--- config.mk ---
export PLATFORM = sky130hd
export DESIGN_NAME = if_id_ibuf_flat
export DESIGN_NICKNAME = d
export VERILOG_FILES = /design/src/rtl/if_id_ibuf_pkg.sv /design/src/rtl/if_id_ibuf_if.sv /design/src/rtl/if_id_ibuf_mem.sv /design/src/rtl/if_id_ibuf.sv /design/src/flat_wrapper.sv
export SDC_FILE = /design/constraint.sdc
export NUM_CORES = 1
export LEC_CHECK = 0
export ABC_AREA = 1
export BUFFER_PORTS_ARGS = -buffer_cell sky130_fd_sc_hd__buf_4
export CORE_MARGIN = 3
export CORE_UTILIZATION = 57
export DETAILED_ROUTE_END_ITERATION = 7
export PLACE_DENSITY_LB_ADDON = 0.3
export SLEW_MARGIN = 40
export SYNTH_ARGS = -nofsm -noshare
export SYNTH_HDL_FRONTEND = slang
export SYNTH_SLANG_ARGS = --single-unit
--- constraint.sdc ---
create_clock -name clk -period 6.1 [get_ports clk]
set_input_delay 0.915 -clock clk [delete_from_list [all_inputs] [get_ports clk]]
set_output_delay 0.915 -clock clk [all_outputs]
set_load 0.005 [all_outputs]
--- src/rtl/if_id_ibuf_pkg.sv ---
// Shared widths, NOP encoding and entry layout for the IF->ID instruction buffer.
`ifndef PC_SIZE
`define PC_SIZE 32
`endif
`ifndef INSTR_SIZE
`define INSTR_SIZE 32
`endif
`ifndef INSTR_NOP
`define INSTR_NOP 32'h0000_0013
`endif

package if_id_ibuf_pkg;
  localparam int IBUF_DEPTH = 4;
  localparam int IBUF_PTR_W = $clog2(IBUF_DEPTH) + 1;

  typedef struct packed {
    logic [`PC_SIZE-1:0]    pc;
    logic [`INSTR_SIZE-1:0] instr;
    logic                   take;
  } ibuf_entry_t;
endpackage

--- src/rtl/if_id_ibuf_if.sv ---
// Fetch-side and decode-side handshake bundle of the instruction buffer.
interface if_id_ibuf_if #(
  parameter int PC_W    = `PC_SIZE,
  parameter int INSTR_W = `INSTR_SIZE
);
  logic               if_valid;
  logic [PC_W-1:0]    if_pc;
  logic [INSTR_W-1:0] if_instr;
  logic               if_take;
  logic               if_stall;
  logic               id_valid;
  logic               id_ready;
  logic [PC_W-1:0]    id_pc;
  logic [INSTR_W-1:0] id_instr;
  logic               id_take;

  modport master (
    output if_valid, if_pc, if_instr, if_take, id_ready,
    input  if_stall, id_valid, id_pc, id_instr, id_take
  );
  modport slave (
    input  if_valid, if_pc, if_instr, if_take, id_ready,
    output if_stall, id_valid, id_pc, id_instr, id_take
  );
endinterface

--- src/rtl/if_id_ibuf_mem.sv ---
// DEPTH-entry register file: one write port, one asynchronous read port, no reset.
module ibuf_mem
  import if_id_ibuf_pkg::*;
#(
  parameter  int DEPTH = IBUF_DEPTH,
  localparam int AW    = $clog2(DEPTH)
) (
  input  logic        clk,
  input  logic        we_i,
  input  logic [AW-1:0] waddr_i,
  input  ibuf_entry_t wdata_i,
  input  logic [AW-1:0] raddr_i,
  output ibuf_entry_t rdata_o
);
  ibuf_entry_t mem_q [DEPTH];

  for (genvar e = 0; e < DEPTH; e++) begin : g_ent
    always_ff @(posedge clk) begin
      if (we_i && (waddr_i == AW'(e))) mem_q[e] <= wdata_i;
    end
  end

  assign rdata_o = mem_q[raddr_i];
endmodule

--- src/rtl/if_id_ibuf.sv ---
// In-order instruction buffer between fetch and decode with redirect flush.
// Optional zero-latency empty bypass under macro IBUF_BYPASS_EN.
module if_id_ibuf
  import if_id_ibuf_pkg::*;
#(
  parameter  int DEPTH   = IBUF_DEPTH,
  parameter  int PC_W    = `PC_SIZE,
  parameter  int INSTR_W = `INSTR_SIZE,
  localparam int PTR_W   = $clog2(DEPTH) + 1
) (
  input  logic             clk,
  input  logic             rst_n,
  if_id_ibuf_if.slave      bus,
  input  logic             flush_i,
  output logic [PTR_W-1:0] count_o
);
  localparam int AW = PTR_W - 1;

  logic [PTR_W-1:0] wr_ptr_q, wr_ptr_d, rd_ptr_q, rd_ptr_d, cnt;
  logic             full, empty, push, pop, byp;
  ibuf_entry_t      wdata, head;

  // Extra MSB on the pointers keeps full and empty distinct.
  assign cnt   = wr_ptr_q - rd_ptr_q;
  assign full  = (cnt == PTR_W'(DEPTH));
  assign empty = (cnt == '0);

`ifdef IBUF_BYPASS_EN
  assign byp = empty & bus.if_valid & bus.id_ready & ~flush_i;
`else
  assign byp = 1'b0;
`endif

  // A bypassed word is consumed straight from fetch and never stored.
  assign push = bus.if_valid & ~full & ~flush_i & ~byp;
  assign pop  = ~empty & ~flush_i & bus.id_ready;

  always_comb begin
    wr_ptr_d = wr_ptr_q;
    rd_ptr_d = rd_ptr_q;
    if (flush_i) begin
      wr_ptr_d = '0;
      rd_ptr_d = '0;
    end else begin
      if (push) wr_ptr_d = wr_ptr_q + PTR_W'(1);
      if (pop)  rd_ptr_d = rd_ptr_q + PTR_W'(1);
    end
  end

  always_ff @(posedge clk or negedge rst_n) begin
    if (!rst_n) begin
      wr_ptr_q <= '0;
      rd_ptr_q <= '0;
    end else begin
      wr_ptr_q <= wr_ptr_d;
      rd_ptr_q <= rd_ptr_d;
    end
  end

  assign wdata = '{pc:    `PC_SIZE'(bus.if_pc),
                   instr: `INSTR_SIZE'(bus.if_instr),
                   take:  bus.if_take};

  ibuf_mem #(.DEPTH(DEPTH)) u_mem (
    .clk     (clk),
    .we_i    (push),
    .waddr_i (wr_ptr_q[AW-1:0]),
    .wdata_i (wdata),
    .raddr_i (rd_ptr_q[AW-1:0]),
    .rdata_o (head)
  );

  // Stall depends on registered occupancy only, never on id_ready.
  assign bus.if_stall = full;
  assign bus.id_valid = byp | (~empty & ~flush_i);
  assign bus.id_pc    = byp   ? bus.if_pc    :
                        empty ? '0           : PC_W'(head.pc);
  assign bus.id_instr = byp   ? bus.if_instr :
                        empty ? INSTR_W'(`INSTR_NOP) : INSTR_W'(head.instr);
  assign bus.id_take  = byp   ? bus.if_take  : (~empty & head.take);
  assign count_o      = cnt;
endmodule

--- src/flat_wrapper.sv ---
// flat-port wrapper written by rule: the top's interface ports become plain ports
module if_id_ibuf_flat import if_id_ibuf_pkg::*;
#(
  parameter  int DEPTH   = IBUF_DEPTH,
  parameter  int PC_W    = `PC_SIZE,
  parameter  int INSTR_W = `INSTR_SIZE,
  localparam int PTR_W   = $clog2(DEPTH) + 1
)
  (clk, rst_n, flush_i, count_o, bus_if_valid, bus_if_pc, bus_if_instr, bus_if_take, bus_id_ready, bus_if_stall, bus_id_valid, bus_id_pc, bus_id_instr, bus_id_take);
  if_id_ibuf_if #(.PC_W(PC_W), .INSTR_W(INSTR_W)) bus_i ();
  input  logic clk;
  input  logic rst_n;
  input  logic flush_i;
  output logic [PTR_W-1:0] count_o;
  input wire logic [$bits(bus_i.if_valid)-1:0] bus_if_valid;
  input wire logic [$bits(bus_i.if_pc)-1:0] bus_if_pc;
  input wire logic [$bits(bus_i.if_instr)-1:0] bus_if_instr;
  input wire logic [$bits(bus_i.if_take)-1:0] bus_if_take;
  input wire logic [$bits(bus_i.id_ready)-1:0] bus_id_ready;
  output wire logic [$bits(bus_i.if_stall)-1:0] bus_if_stall;
  output wire logic [$bits(bus_i.id_valid)-1:0] bus_id_valid;
  output wire logic [$bits(bus_i.id_pc)-1:0] bus_id_pc;
  output wire logic [$bits(bus_i.id_instr)-1:0] bus_id_instr;
  output wire logic [$bits(bus_i.id_take)-1:0] bus_id_take;
  assign bus_i.if_valid = bus_if_valid;
  assign bus_i.if_pc = bus_if_pc;
  assign bus_i.if_instr = bus_if_instr;
  assign bus_i.if_take = bus_if_take;
  assign bus_i.id_ready = bus_id_ready;
  assign bus_if_stall = bus_i.if_stall;
  assign bus_id_valid = bus_i.id_valid;
  assign bus_id_pc = bus_i.id_pc;
  assign bus_id_instr = bus_i.id_instr;
  assign bus_id_take = bus_i.id_take;
  if_id_ibuf #(.DEPTH(DEPTH), .PC_W(PC_W), .INSTR_W(INSTR_W)) u_core (.clk(clk), .rst_n(rst_n), .bus(bus_i), .flush_i(flush_i), .count_o(count_o));
endmodule
# Word level (Yosys, flattened, before mapping)
# Memory sizes are Yosys's and may differ from the RTL's.
# Cells that the tools add are included.
[word_totals]
reg_bits = 6
latchBits = 0
ram_bits = 260
rom_bits = 0
inputBits = 70
out_inout_bits = 70
wordCells = 52
mem_count = 1
[mem_list]
columns = ["name", "words", "word_bits", "read_ports", "rd_ports_with_merged_regs", "wr", "line_no", "text"]
rows = [
  ["u_core.u_mem.mem_q", 4, 65, 1, 0, 1, "if_id_ibuf_mem.sv:15", "ibuf_entry_t mem_q [DEPTH];"],
]
[op_classes]
add_sub_neg = 3
n_mul = 0
div_mod_pow = 0
magnitude_cmp = 0
n_eq_ne = 4
shifts = 0
muxes = 23
bitwise_logic = 8
n_reduce_logical = 11
[op_table]
columns = ["operator", "n"]
rows = [
  ["two-way mux 65 bit", 3],
  ["OR reduction 65 bit", 3],
  ["two-way mux 32 bit", 2],
  ["two-way mux 3 bit", 4],
  ["two-way mux 1 bit", 11],
  ["adder 3 x 1 -> 3 bit (second input constant)", 2],
  ["two-way mux 2 bit", 3],
  ["bitwise AND 1 bit", 5],
  ["== test 2 bit (second input constant)", 2],
  ["logical AND 1 bit", 4],
  ["nonzero test 2 bit", 2],
  ["== test 3 bit (second input constant)", 1],
  ["logical NOT 3 bit", 1],
  ["NOT 1 bit", 3],
  ["subtractor 3 bit", 1],
  ["== test 2 x 1 -> 1 bit (second input constant)", 1],
  ["logical NOT 2 bit", 1],
]

# Longest topological paths before layout
[depth]
depth_word = 12
depth_mapped = 10
depth_no_buf = 10

# By module
# From an unflattened synthesis, not the netlist that was laid out.
[hier_totals]
hier_cells = 1220
area_unflattened_um2 = 11939.0
[modules_own_cells]
columns = ["mod", "instances", "cells_each", "area_each_um2", "seq_area_each_um2"]
rows = [
  ["ibuf_mem", 1, 1027, 10976.8, 7807.5],
  ["if_id_ibuf", 1, 193, 962.2, 150.1],
]

# Worst setup path after synthesis
# No wires, ideal clock.
[synth_timing]
kind = "register to register"
startpoint = "reg u_core.wr_ptr_q[0]"
endpoint = "mem u_core.u_mem.mem_q[0][0] (netlist name), enable pin"
setup_time_ns = 0.489
t_arrival_ns = 4.250
required_ns = 5.611
setup_slack_ns = 1.361
path_stages_with_launch = 9
n_path_buf = 0
synth_period_minus_slack_ns = 4.739
path_cell_list = "dfrtp_1 inv_1 ha_1 fa_1 nand3_1 nand2_1 nand2_1 nand3_1 nor2_1"
[synth_between]
elab_chain_cells = 12
word_cells_on_any_way = 30
classes_between = "add/sub: 1; eq/ne: 4; mux: 14; bitwise: 3; reduce/logical: 8"
[synth_lines]
columns = ["element", "line_no", "text"]
rows = [
  ["start, declared", "if_id_ibuf.sv:19", "logic [PTR_W-1:0] wr_ptr_q, wr_ptr_d, rd_ptr_q, rd_ptr_d, cnt;"],
  ["start signal, assigned", "if_id_ibuf.sv:55", "wr_ptr_q <= wr_ptr_d;"],
  ["subtractor 3 bit *", "if_id_ibuf.sv:24", "assign cnt = wr_ptr_q - rd_ptr_q;"],
  ["via count_o[2]", "flat_wrapper.sv:14", "output logic [PTR_W-1:0] count_o;"],
  ["== test 3 bit *", "if_id_ibuf.sv:25", "assign full = (cnt == PTR_W'(DEPTH));"],
  ["NOT 1 bit *", "if_id_ibuf.sv:35", "assign push = bus.if_valid & ~full & ~flush_i & ~byp;"],
  ["bitwise AND 1 bit * (2 in series)", "if_id_ibuf.sv:35", ""],
  ["logical AND 1 bit", "if_id_ibuf_mem.sv:19", "if (we_i && (waddr_i == AW'(e))) mem_q[e] <= wdata_i;"],
  ["two-way mux 1 bit", "if_id_ibuf_mem.sv:19", ""],
  ["two-way mux 1 bit (implied by the code)", "if_id_ibuf_mem.sv:19", ""],
  ["OR reduction 65 bit (no source line)", "n/a", ""],
  ["two-way mux 2 bit (no source line) or two-way mux 1 bit (tied branches) (3 in series)", "n/a", ""],
  ["end, declared", "if_id_ibuf_mem.sv:15", ""],
]
# The timed path passes the listed nets; every way through them passes the cells marked *.

# Worst setup path in the final report
[layout_timing]
startpoint = "reg u_core.rd_ptr_q[0]"
endpoint = "out bus_id_instr[1]"
[layout_between]
elab_chain_cells = 3
word_cells_on_any_way = 4
classes_between = "add/sub: 1; mux: 1; reduce/logical: 1; memory: 1"
[layout_lines]
columns = ["element", "line_no", "text"]
rows = [
  ["start, declared", "if_id_ibuf.sv:19", ""],
  ["start signal, assigned", "if_id_ibuf.sv:56", "rd_ptr_q <= rd_ptr_d;"],
  ["subtractor 3 bit", "if_id_ibuf.sv:24", ""],
  ["logical NOT 3 bit", "if_id_ibuf.sv:26", "assign empty = (cnt == '0);"],
  ["two-way mux 32 bit *", "if_id_ibuf.sv:79", "empty ? INSTR_W'(`INSTR_NOP) : INSTR_W'(head.instr);"],
  ["end, declared", "flat_wrapper.sv:23", "output wire logic [$bits(bus_i.id_instr)-1:0] bus_id_instr;"],
]
# Every way passes the cells marked *; elsewhere a longest branch is shown, timed or not.

==> metrics <==
Setup crit end kind primary output; clk sinks about 270; Worst EP required slightly above 5 ns; Synth Warn # 0; CP arrival 3.20 ns; # resized after CTS 0; family with the most delay on the worst path flip-flops; Worst Max-Slew Pin Slew approximately 0.8 ns; largest area contributor in the netlist edfxtp_1; Multi-input gate area 2190 µm²; I/O pin cnt 140; Setup WS pre-CTS about 2.2 ns; Syn Nets just over 800; post-synth top area share 0.731; fraction of registers with async set/reset 0.0226; number of max-cap violations 0; Clock Latency Late Sink 0.52 ns; ant diodes 0; slowest CP cell dfrtp_4; Max Freq 243 MHz; Initial Util 0.586; Die ar. 20,400 µm²; vias post-DR 6,446; most numerous cell in the Yosys netlist edfxtp_1; Detailed Place HPWL roughly 12,000 µm; clock slew at reported path FFs 0.06 ns; Flop pwr share 0.391; core footprint around 18,000 µm²; Max stage delay on crit path 0.85 ns; kind of critical path register to primary output; switching pwr 1.84 mW; Iter 0 DRT Violations 474; clock network fraction of design power 0.258; FILL cells 1,207; Rows 49; synth cell count leaders 260 x edfxtp_1, 77 x nand2_1, 76 x inv_1; Worst Clk Skew ~0.014 ns; Switching Share 0.317; Tot Pwr 5.79 mW; All-Layer GR Usage 0.204; fin worst setup slack between 1.5 and 2 ns; mapped cell area 10,700 µm²; Post-Route WL 21,400 µm; status complete, no violations; final hold violations 0; Max-Slew Margin vs Limit 0.450; cts hold-fix bufs 0; Final min period 4.11 ns; VDD IR-drop max about 330 µV; Yosys cell types 24; Routed WL per cell 18.8 µm; cells along the critical path ha_1 -> fa_1 -> nand2_1 -> inv_1 -> nand3_4 -> buf_12 -> o221ai_1 -> buf_4; vias in the first global route 6,394; leakage roughly 4.9 nW; TNS Setup 0 ns; CTS tree yes; DRC Markers 0; post-CTS setup buffers 0; initial antenna violation count 0; Layout area overhead 19.4%; vias per inst 5.66; top cells by area, synth edfxtp_1 73%, mux2i_1 6.1%, o22ai_1 3.6%, nand2_1 2.7%, inv_1 2.7%; drt first pass iters 5; final worst path period share 0.674; Pins Over Slew Limit 0; Post-layout nets 967; RSZ-0062 raised after global routing false; GP Congestion 0.771; Mapped Cells 754; min-delay worst type input pin to asynchronous set/reset pin; #FFs+latches synth 266; port bufs 139; Post-synth EDFFs 260; worst-path fanout max 49; Power Dens Cells 454 nW/µm²; syn avg cell area 14.2 µm²; CTS root buf clkbuf_16; Pint 3.96 mW; post-route ant nets 0; Die H 143 µm; total global routing overflow 0; startpoint types register; ys flop type edfxtp_1; largest net degree at the start of global routing 87; # setup viols final 0; Die X 143 µm; first-pass GRT wire length 32,800 µm; sequential-to-total area share from yosys stat 0.746; crit path buf inv count 3; register area 7970 µm²; Comb pwr share 0.351; clock buffer count from CTS 26; share of cells above drive strength 1 0.216; # H-tree levels 1; Clock Path Buffers 3
[cell families (layout without fill, tap and decap cells)]
family / after synthesis / after routing / share of synthesized area
AO/OA/AOI/OAI: 130 / 130 / 0.0693
XOR/XNOR: 2 / 2 / 0.00164
adder cells (fa/ha/maj): 7 / 7 / 0.00891
buffers and inverters: 122 / 277 / 0.0532
flip-flops: 266 / 266 / 0.746
multiplexers: 65 / 65 / 0.0610
AND/OR/NAND/NOR: 162 / 162 / 0.0605
[placed cells by master, fill, tap and decap left out, types with 4 or more instances in the layout]
cell type,n
buf_4,145
clkbuf_1,8
clkbuf_16,26
clkinv_1,5
clkinv_2,4
dfrtp_1,4
edfxtp_1,260
ha_1,6
inv_1,76
mux2i_1,65
nand2_1,77
nand3_1,8
nand4_1,6
nor2_1,65
nor2_4,4
o21ai_0,54
o21ai_1,11
o22ai_1,62
[worst paths after layout]
kind | end | cells after the start | start | slack, ns
max | bus_id_instr[1] | 8 | u_core.rd_ptr_q[0]$_DFFE_PN0P_ | 1.99
max in group asynchronous | u_core.rd_ptr_q[1]$_DFFE_PN0P_ | 1 | rst_n | 5.77
min in group clk | u_core.u_mem.mem_q[3][54]$_DFFE_PP_ | 1 | bus_if_pc[21] | 0.59
max reg2reg | u_core.u_mem.mem_q[0][6]$_DFFE_PP_ | 9 | u_core.rd_ptr_q[0]$_DFFE_PN0P_ | 2.38
min | u_core.rd_ptr_q[2]$_DFFE_PN0P_ | 1 | rst_n | 0.20
min reg2reg | u_core.wr_ptr_q[0]$_DFFE_PN0P_ | 2 | u_core.wr_ptr_q[0]$_DFFE_PN0P_ | 0.60
[flip-flops by register name, summed over array words and instances (netlist names)]
signal,count
u_core.u_mem.mem_q,260
u_core.wr_ptr_q,3
u_core.rd_ptr_q,3
[area by class of cell]
type / instances / area share
well taps: 229 / 0.0225
repair buffers: 152 / 0.0951
multi-input cells: 366 / 0.171
clock inverters: 13 / 0.00962
inverters: 78 / 0.0232
clock buffers: 34 / 0.0534
flip-flops and latches: 266 / 0.625
[metrics by stage]
stage | hold slack, ns | instances | utilization | instance area, µm²
after floorplan | 0.519 | 754 | - | 10700
after global placement | 0.548 | 1087 | 0.650 | 11800
after detailed placement | 0.563 | 1090 | 0.655 | 11900
after CTS | 0.181 | 1137 | 0.699 | 12700
after global routing | 0.176 | 1138 | 0.700 | 12700
final | 0.198 | 1138 | 0.700 | 12700
[metal layers]
| metal | global-route usage | vias up | wire, µm |
|---|---|---|---|
| li1 | - | 3000 | - |
| met5 | 0 | - | 0 |
| met4 | 0.0550 | 0 | 440 |
| met1 | 0.265 | 3155 | 8480 |
| met3 | 0.0378 | 35 | 1500 |
| met2 | 0.358 | 256 | 11000 |
[worst reg2reg max path, stage by stage, from the launching register on]
cell and delay, ns:
dfrtp_4 0.85, ha_1 0.28, fa_1 0.43, nand2_1 0.08, inv_1 0.08, nand2_1 0.17
nand3_1 0.33, nor2_4 0.57, buf_16 0.23, buf_4 0.35
[power groups by stage]
stage	combinational [mW]	clock, mW	sequential [mW]
6_report	2.03	1.49	2.27
5_1_grt	2.25	1.60	2.28
4_1_cts	2.03	1.52	2.27
3_5_place_dp	2.02	0	2.30
3_3_place_gp	1.96	0	2.29
2_1_floorplan	1.14	0	2.24
Power figures use the tool's default switching activity.
